$ cat src/rtl/product_sign_encoder_pkg.sv
// Shared types and helpers for the butterfly complex multiplier back end.
// Product magnitudes are 2n bits; signed intermediates are 2n+1 bits.
package product_sign_encoder_pkg;

  localparam int N_DEFAULT = 8;

  typedef logic signed [2*N_DEFAULT:0] wide_t;

  typedef struct packed {
    wide_t re;
    wide_t im;
  } cplx_t;

  // A zero magnitude negates to zero, so a set flag on 0 is harmless.
  function automatic wide_t resign(input logic [2*N_DEFAULT-1:0] mag, input logic neg);
    wide_t w_m;
    w_m = $signed({1'b0, mag});
    return neg ? -w_m : w_m;
  endfunction

endpackage

$ cat src/rtl/product_sign_encoder_if.sv
// Input/output handshake bundle of the product sign encoder.
// The slave modport is the encoder's view; master is the driver/consumer view.
interface product_sign_encoder_if
  import product_sign_encoder_pkg::*;
#(
  parameter int n = N_DEFAULT
);
  logic                in_valid;
  logic                in_ready;
  logic [2*n-1:0]      MUL1;
  logic [2*n-1:0]      MUL2;
  logic [2*n-1:0]      MUL3;
  logic [2*n-1:0]      MUL4;
  logic                nMUL1;
  logic                nMUL2;
  logic                nMUL3;
  logic                nMUL4;
  logic                out_valid;
  logic                out_ready;
  logic signed [n-1:0] RE;
  logic signed [n-1:0] IM;
  logic                sat;

  modport master (
    output in_valid, MUL1, MUL2, MUL3, MUL4, nMUL1, nMUL2, nMUL3, nMUL4, out_ready,
    input  in_ready, out_valid, RE, IM, sat
  );

  modport slave (
    input  in_valid, MUL1, MUL2, MUL3, MUL4, nMUL1, nMUL2, nMUL3, nMUL4, out_ready,
    output in_ready, out_valid, RE, IM, sat
  );
endinterface

$ cat src/rtl/product_sign_encoder_round_sat.sv
// Rounds a 2n+1 bit product sum back to signed Q1.(n-1), half toward +inf,
// and clamps to the n-bit range. Purely combinational.
module product_sign_encoder_round_sat
  import product_sign_encoder_pkg::*;
#(
  parameter int n     = N_DEFAULT,
  parameter int SHIFT = n - 1
) (
  input  wide_t               i_x,
  output logic signed [n-1:0] o_y,
  output logic                o_clamp
);
  // One guard bit so adding the rounding constant can never wrap.
  localparam int WI = $bits(wide_t) + 1;
  localparam logic signed [WI-1:0] HALF = WI'(2 ** (SHIFT - 1));
  localparam logic signed [WI-1:0] MAXV = WI'(2 ** (n - 1) - 1);
  localparam logic signed [WI-1:0] MINV = WI'(-(2 ** (n - 1)));

  logic signed [WI-1:0] w_sum;
  logic signed [WI-1:0] w_t;

  assign w_sum = {i_x[$bits(wide_t)-1], i_x} + HALF;
  assign w_t   = w_sum >>> SHIFT;

  always_comb begin
    o_y     = w_t[n-1:0];
    o_clamp = 1'b0;
    if (w_t > MAXV) begin
      o_y     = MAXV[n-1:0];
      o_clamp = 1'b1;
    end else if (w_t < MINV) begin
      o_y     = MINV[n-1:0];
      o_clamp = 1'b1;
    end
  end

endmodule

$ cat src/rtl/product_sign_encoder.sv
// Restores product signs, forms Re/Im of the complex product, then rounds and
// saturates to n bits. Three register stages with a combinational ready chain.
module product_sign_encoder
  import product_sign_encoder_pkg::*;
#(
  parameter int n     = N_DEFAULT,
  parameter int SHIFT = n - 1
) (
  input logic                   clock,
  input logic                   nReset,
  product_sign_encoder_if.slave bus
);
  logic w_ready1, w_ready2, w_ready3;
  logic r_v1, r_v2, r_v3;

  wide_t r_s1, r_s2, r_s3, r_s4;
  cplx_t r_f;

  logic signed [n-1:0] w_re, w_im;
  logic                w_clamp_re, w_clamp_im;
  logic signed [n-1:0] r_re, r_im;
  logic                r_sat;

  // A stage can take new data if it is empty or its contents move on this cycle.
  assign w_ready3 = !r_v3 || bus.out_ready;
  assign w_ready2 = !r_v2 || w_ready3;
  assign w_ready1 = !r_v1 || w_ready2;

  assign bus.in_ready = w_ready1;

  always_ff @(posedge clock or negedge nReset) begin
    if (!nReset) begin
      r_v1 <= 1'b0;
      r_s1 <= '0;
      r_s2 <= '0;
      r_s3 <= '0;
      r_s4 <= '0;
    end else if (w_ready1) begin
      r_v1 <= bus.in_valid;
      if (bus.in_valid) begin
        r_s1 <= resign(bus.MUL1, bus.nMUL1);
        r_s2 <= resign(bus.MUL2, bus.nMUL2);
        r_s3 <= resign(bus.MUL3, bus.nMUL3);
        r_s4 <= resign(bus.MUL4, bus.nMUL4);
      end
    end
  end

  // Q1 operands keep each product within 2^(2n-2), so the combine cannot overflow.
  always_ff @(posedge clock or negedge nReset) begin
    if (!nReset) begin
      r_v2 <= 1'b0;
      r_f  <= '0;
    end else if (w_ready2) begin
      r_v2 <= r_v1;
      if (r_v1) begin
        r_f.re <= r_s1 - r_s2;
        r_f.im <= r_s3 + r_s4;
      end
    end
  end

  product_sign_encoder_round_sat #(.n(n), .SHIFT(SHIFT)) u_round_re (
    .i_x     (r_f.re),
    .o_y     (w_re),
    .o_clamp (w_clamp_re)
  );

  product_sign_encoder_round_sat #(.n(n), .SHIFT(SHIFT)) u_round_im (
    .i_x     (r_f.im),
    .o_y     (w_im),
    .o_clamp (w_clamp_im)
  );

  always_ff @(posedge clock or negedge nReset) begin
    if (!nReset) begin
      r_v3  <= 1'b0;
      r_re  <= '0;
      r_im  <= '0;
      r_sat <= 1'b0;
    end else if (w_ready3) begin
      r_v3 <= r_v2;
      if (r_v2) begin
        r_re  <= w_re;
        r_im  <= w_im;
        r_sat <= w_clamp_re || w_clamp_im;
      end
    end
  end

  assign bus.out_valid = r_v3;
  assign bus.RE        = r_re;
  assign bus.IM        = r_im;
  assign bus.sat       = r_sat;

endmodule

$ cat src/flat_wrapper.sv
// flat-port wrapper written by rule: the top's interface ports become plain ports
module product_sign_encoder_flat import product_sign_encoder_pkg::*;
#(
  parameter int n     = N_DEFAULT,
  parameter int SHIFT = n - 1
)
  (clock, nReset, bus_in_valid, bus_MUL1, bus_MUL2, bus_MUL3, bus_MUL4, bus_nMUL1, bus_nMUL2, bus_nMUL3, bus_nMUL4, bus_out_ready, bus_in_ready, bus_out_valid, bus_RE, bus_IM, bus_sat);
  product_sign_encoder_if #(.n(n)) bus_i ();
  input logic clock;
  input logic nReset;
  input wire logic [$bits(bus_i.in_valid)-1:0] bus_in_valid;
  input wire logic [$bits(bus_i.MUL1)-1:0] bus_MUL1;
  input wire logic [$bits(bus_i.MUL2)-1:0] bus_MUL2;
  input wire logic [$bits(bus_i.MUL3)-1:0] bus_MUL3;
  input wire logic [$bits(bus_i.MUL4)-1:0] bus_MUL4;
  input wire logic [$bits(bus_i.nMUL1)-1:0] bus_nMUL1;
  input wire logic [$bits(bus_i.nMUL2)-1:0] bus_nMUL2;
  input wire logic [$bits(bus_i.nMUL3)-1:0] bus_nMUL3;
  input wire logic [$bits(bus_i.nMUL4)-1:0] bus_nMUL4;
  input wire logic [$bits(bus_i.out_ready)-1:0] bus_out_ready;
  output wire logic [$bits(bus_i.in_ready)-1:0] bus_in_ready;
  output wire logic [$bits(bus_i.out_valid)-1:0] bus_out_valid;
  output wire logic [$bits(bus_i.RE)-1:0] bus_RE;
  output wire logic [$bits(bus_i.IM)-1:0] bus_IM;
  output wire logic [$bits(bus_i.sat)-1:0] bus_sat;
  assign bus_i.in_valid = bus_in_valid;
  assign bus_i.MUL1 = bus_MUL1;
  assign bus_i.MUL2 = bus_MUL2;
  assign bus_i.MUL3 = bus_MUL3;
  assign bus_i.MUL4 = bus_MUL4;
  assign bus_i.nMUL1 = bus_nMUL1;
  assign bus_i.nMUL2 = bus_nMUL2;
  assign bus_i.nMUL3 = bus_nMUL3;
  assign bus_i.nMUL4 = bus_nMUL4;
  assign bus_i.out_ready = bus_out_ready;
  assign bus_in_ready = bus_i.in_ready;
  assign bus_out_valid = bus_i.out_valid;
  assign bus_RE = bus_i.RE;
  assign bus_IM = bus_i.IM;
  assign bus_sat = bus_i.sat;
  product_sign_encoder #(.n(n), .SHIFT(SHIFT)) u_core (.clock(clock), .nReset(nReset), .bus(bus_i));
endmodule
$ cat config.mk
export PLATFORM = sky130hd
export DESIGN_NAME = product_sign_encoder_flat
export DESIGN_NICKNAME = d
export VERILOG_FILES = /design/src/rtl/product_sign_encoder_pkg.sv /design/src/rtl/product_sign_encoder_if.sv /design/src/rtl/product_sign_encoder_round_sat.sv /design/src/rtl/product_sign_encoder.sv /design/src/flat_wrapper.sv
export SDC_FILE = /design/constraint.sdc
export NUM_CORES = 1
export LEC_CHECK = 0
export ABC_AREA = 1
export CORE_UTILIZATION = 38
export CTS_CLUSTER_SIZE = 12
export DETAILED_ROUTE_END_ITERATION = 8
export MAX_ROUTING_LAYER = met4
export PLACE_DENSITY_LB_ADDON = 0.3
export SYNTH_ARGS = -nofsm -noshare
export SYNTH_HDL_FRONTEND = slang
export SYNTH_SLANG_ARGS = --single-unit
$ cat constraint.sdc
create_clock -name clock -period 4.75 [get_ports clock]
set_input_delay 0.475 -clock clock [delete_from_list [all_inputs] [get_ports clock]]
set_output_delay 0.475 -clock clock [all_outputs]
set_load 0.02 [all_outputs]
==> flow_summary_export.csv <==
group,metric,value,unit
power_and_ir_drop,leakagePower,4.384,nW
sta,post-route-period-util,0.4997,
synth,synthTopCellsByArea,"dfrtp_1, nand2_1, inv_1",
detailed_routing,antenna_left,0,
setup_path,cp_data_required_time,5.04,ns
sta,max-slew-margin-rel,0.3279,
clocking,cts_tree,"done",
finish,final_cell_mix,"nand2_1, inv_1, dfrtp_1",
run,cap_violations,0,
finish,area_growth,18.73,%
setup_path,crit_type,"primary input to flop",
sta,setup_tns,0,ns
die,core_area,19590,um2
detailed_routing,met1_length,9049,um
finish,final_common_cell,"nand2_1",
clocking,worstSkewPairLatency,0.35,ns
detailed_routing,wl_met2,7572,um
sta,rsz0062_at_grt,"false",
power_and_ir_drop,p_per_area,441.7,nW/um2
setup_path,cp-start-kind,"primary input",
sta,hold_viol_final,0,
sta,clock.fmax,421.3,MHz
detailed_routing,routedWlPerCell,12.23,um
clocking,cts_max_level,3,
placed_design,io_buffers,90,
die,num_rows,51,
detailed_routing,vias,6912,
synth,synth_top_area_share,0.3605,
sta,min_period,2.374,ns
detailed_routing,top_layer,"met4",
clocking,clk_pin_slew,0.07,ns
synth,synth_cells,1081,
detailed_routing,drt_iter0_drc,456,
setup_path,critical_path.max_fanout,50,
global_routing,grt_pass1_vias,6438,
sta,timing.hold.ws,0.2712,ns
global_routing,grt_max_degree,81,
detailed_routing,dr_wl_met3,600,um
global_routing,antenna_found_initial,0,
synth,synth_fp_nets,1189,
finish,layout.nets,1270,
detailed_routing,viasPerCell,4.830,
global_routing,gr-total-overflow,0,
synth,syn-mean-instance-area,7.063,um2
die,boundaryPins,91,
setup_path,rrSetupSlack,2.59,ns
clocking,cts_setup_buffers,0,
die,die_height,143.7,um
power_and_ir_drop,irDropWorstVdd,0.1780,mV
synth,synth_area_leader_cell,"dfrtp_1",
clocking,numCtsBuffers,9,
detailed_routing,wl,17500,um
synth,ys_ff_latch,110,
sta,setup_viol,0,
global_routing,grt_pass1_wl,30260,um
synth,yosysUniqueCellTypes,40,
finish,drive_above_1_share,0.05660,
clocking,holdBufCountCts,0,
outcome,outcome,"completed",
sta,maxSlewViolCount,0,
detailed_routing,first_pass_iters,5,
clocking,clkSinkCount,110,
die,initial_utilization,0.3897,
clocking,cts-resized-gates,0,
setup_path,crit_arrival,2.66,ns
sta,worstMarginPinSlew,1.008,ns
sta,fin_skew,0.005992,ns
clocking,cts_max_path_buffers,2,
synth,ys_warn_count,0,
global_routing,track_usage,0.1882,
detailed_routing,drc_errors,0,
synth,synth_area,7635,um2
synth,ys_seq_area_frac,0.3605,
finish,n_antenna_cell,0,
setup_path,end_kind,"flop",
placed_design,dp_hpwl,13600,um
clocking,cts-root-buf,"clkbuf_16",
placed_design,gp_congestion,0.8975,
die,die_w,143.7,um
die,dieArea,20660,um2
min_path,hp-class,"primary input to asynchronous set/reset pin",
[final timing paths]
kind | cells past startpoint | endpoint | startpoint
setup / recovery | 9 | u_core.r_s3[16] | bus_out_ready
hold / removal | 1 | u_core.bus.RE[4] | nReset
setup reg to reg | 7 | u_core.r_s3[16] | u_core.bus.out_valid
hold reg to reg | 2 | u_core.r_s2[8] | u_core.r_s2[8]
max in group asynchronous | 2 | u_core.r_s4[2] | nReset
min in group clock | 2 | u_core.r_s2[8] | u_core.r_s2[8]
[per-stage QoR]
step / cell area, um2 / power [W] / util / setup WS (ns) / instances
after CTS: 9065 / 0.004034 / 0.4627 / 2.319 / 1431
after detailed placement: 8786 / 0.003300 / 0.4485 / 1.955 / 1416
final: 9065 / 0.004004 / 0.4627 / 2.376 / 1431
after floorplan: 7635 / 0.002740 / - / 3.052 / 1081
after global routing: 9065 / 0.004380 / 0.4627 / 2.043 / 1431
after global placement: 8786 / 0.003261 / 0.4485 / 1.997 / 1416
[routing by layer]
layer | up-vias | GRT usage
li1 | 3680 | -
met1 | 3061 | 0.2572
met2 | 148 | 0.2885
met3 | 23 | 0.02233
met4 | 0 | 0.06271
met5 | - | -
[power breakdown]
part	internal, W	switching (W)	total [W]
sequential	0.00121	0.000226	0.00143
clock	0.000373	0.000350	0.000723
combinational	0.000738	0.00111	0.00185
total	0.00232	0.00168	0.00400
[synth_stat cells]
master / instances
a21oi_4: 1
nor2_1: 100
o31ai_1: 3
xor2_1: 33
nand2_2: 8
nand2_1: 305
o21ai_1: 4
buf_2: 11
a21o_1: 2
inv_4: 1
a21oi_2: 6
nor3_1: 7
a21oi_1: 54
nand2_4: 2
buf_4: 1
o21ai_2: 3
inv_1: 121
nor2_4: 5
o211ai_1: 4
inv_2: 2
a31oi_1: 16
o22ai_1: 2
nor2_2: 4
ha_1: 36
nor4_1: 1
nand3_1: 83
xnor2_2: 1
and2_1: 1
a21boi_0: 1
o21bai_1: 2
nand3_2: 2
or2_0: 2
clkbuf_1: 11
dfrtp_1: 110
nand4_1: 17
or2_2: 11
o21ai_0: 82
nand3b_1: 9
xnor2_1: 16
clkinv_1: 1
[logic make-up (layout without fill, tap and decap cells)]
group / after synthesis / count (layout) / synth area share
xor+xnor: 50 / 50 / 0.05834
flops: 110 / 110 / 0.3605
buf+inv: 148 / 233 / 0.07539
compound gates: 180 / 180 / 0.1308
simple gates: 557 / 557 / 0.3160
fa+ha+maj: 36 / 36 / 0.05900
[flip-flops by register name (all words and copies together) (netlist names), 8 cells and up]
signal	cells
u_core.bus.IM	8
u_core.r_f	22
u_core.bus.RE	8
u_core.r_s2	17
u_core.r_s3	17
u_core.r_s4	17
u_core.r_s1	17
[layout make-up]
cell class                 instances  area (um2)
fill                            2018       10530
multi-input combinational        823        4309
clock buffer                      10       239.0
tap                              265       331.6
inverter                         125       471.7
clock inverter                     5       40.04
sequential                       110        2753
timing repair buffer              93       920.9
[worst max-delay path: stages]
cell and delay (ns):
clkdlybuf4s50_1 0.40, inv_1 0.05, nand2_1 0.08, nor2_1 0.15, nand2_1 0.12, nand2_2 0.61, buf_4 0.51, nor2_1 0.09
a21oi_1 0.14
(Power assumes the default switching activity.)
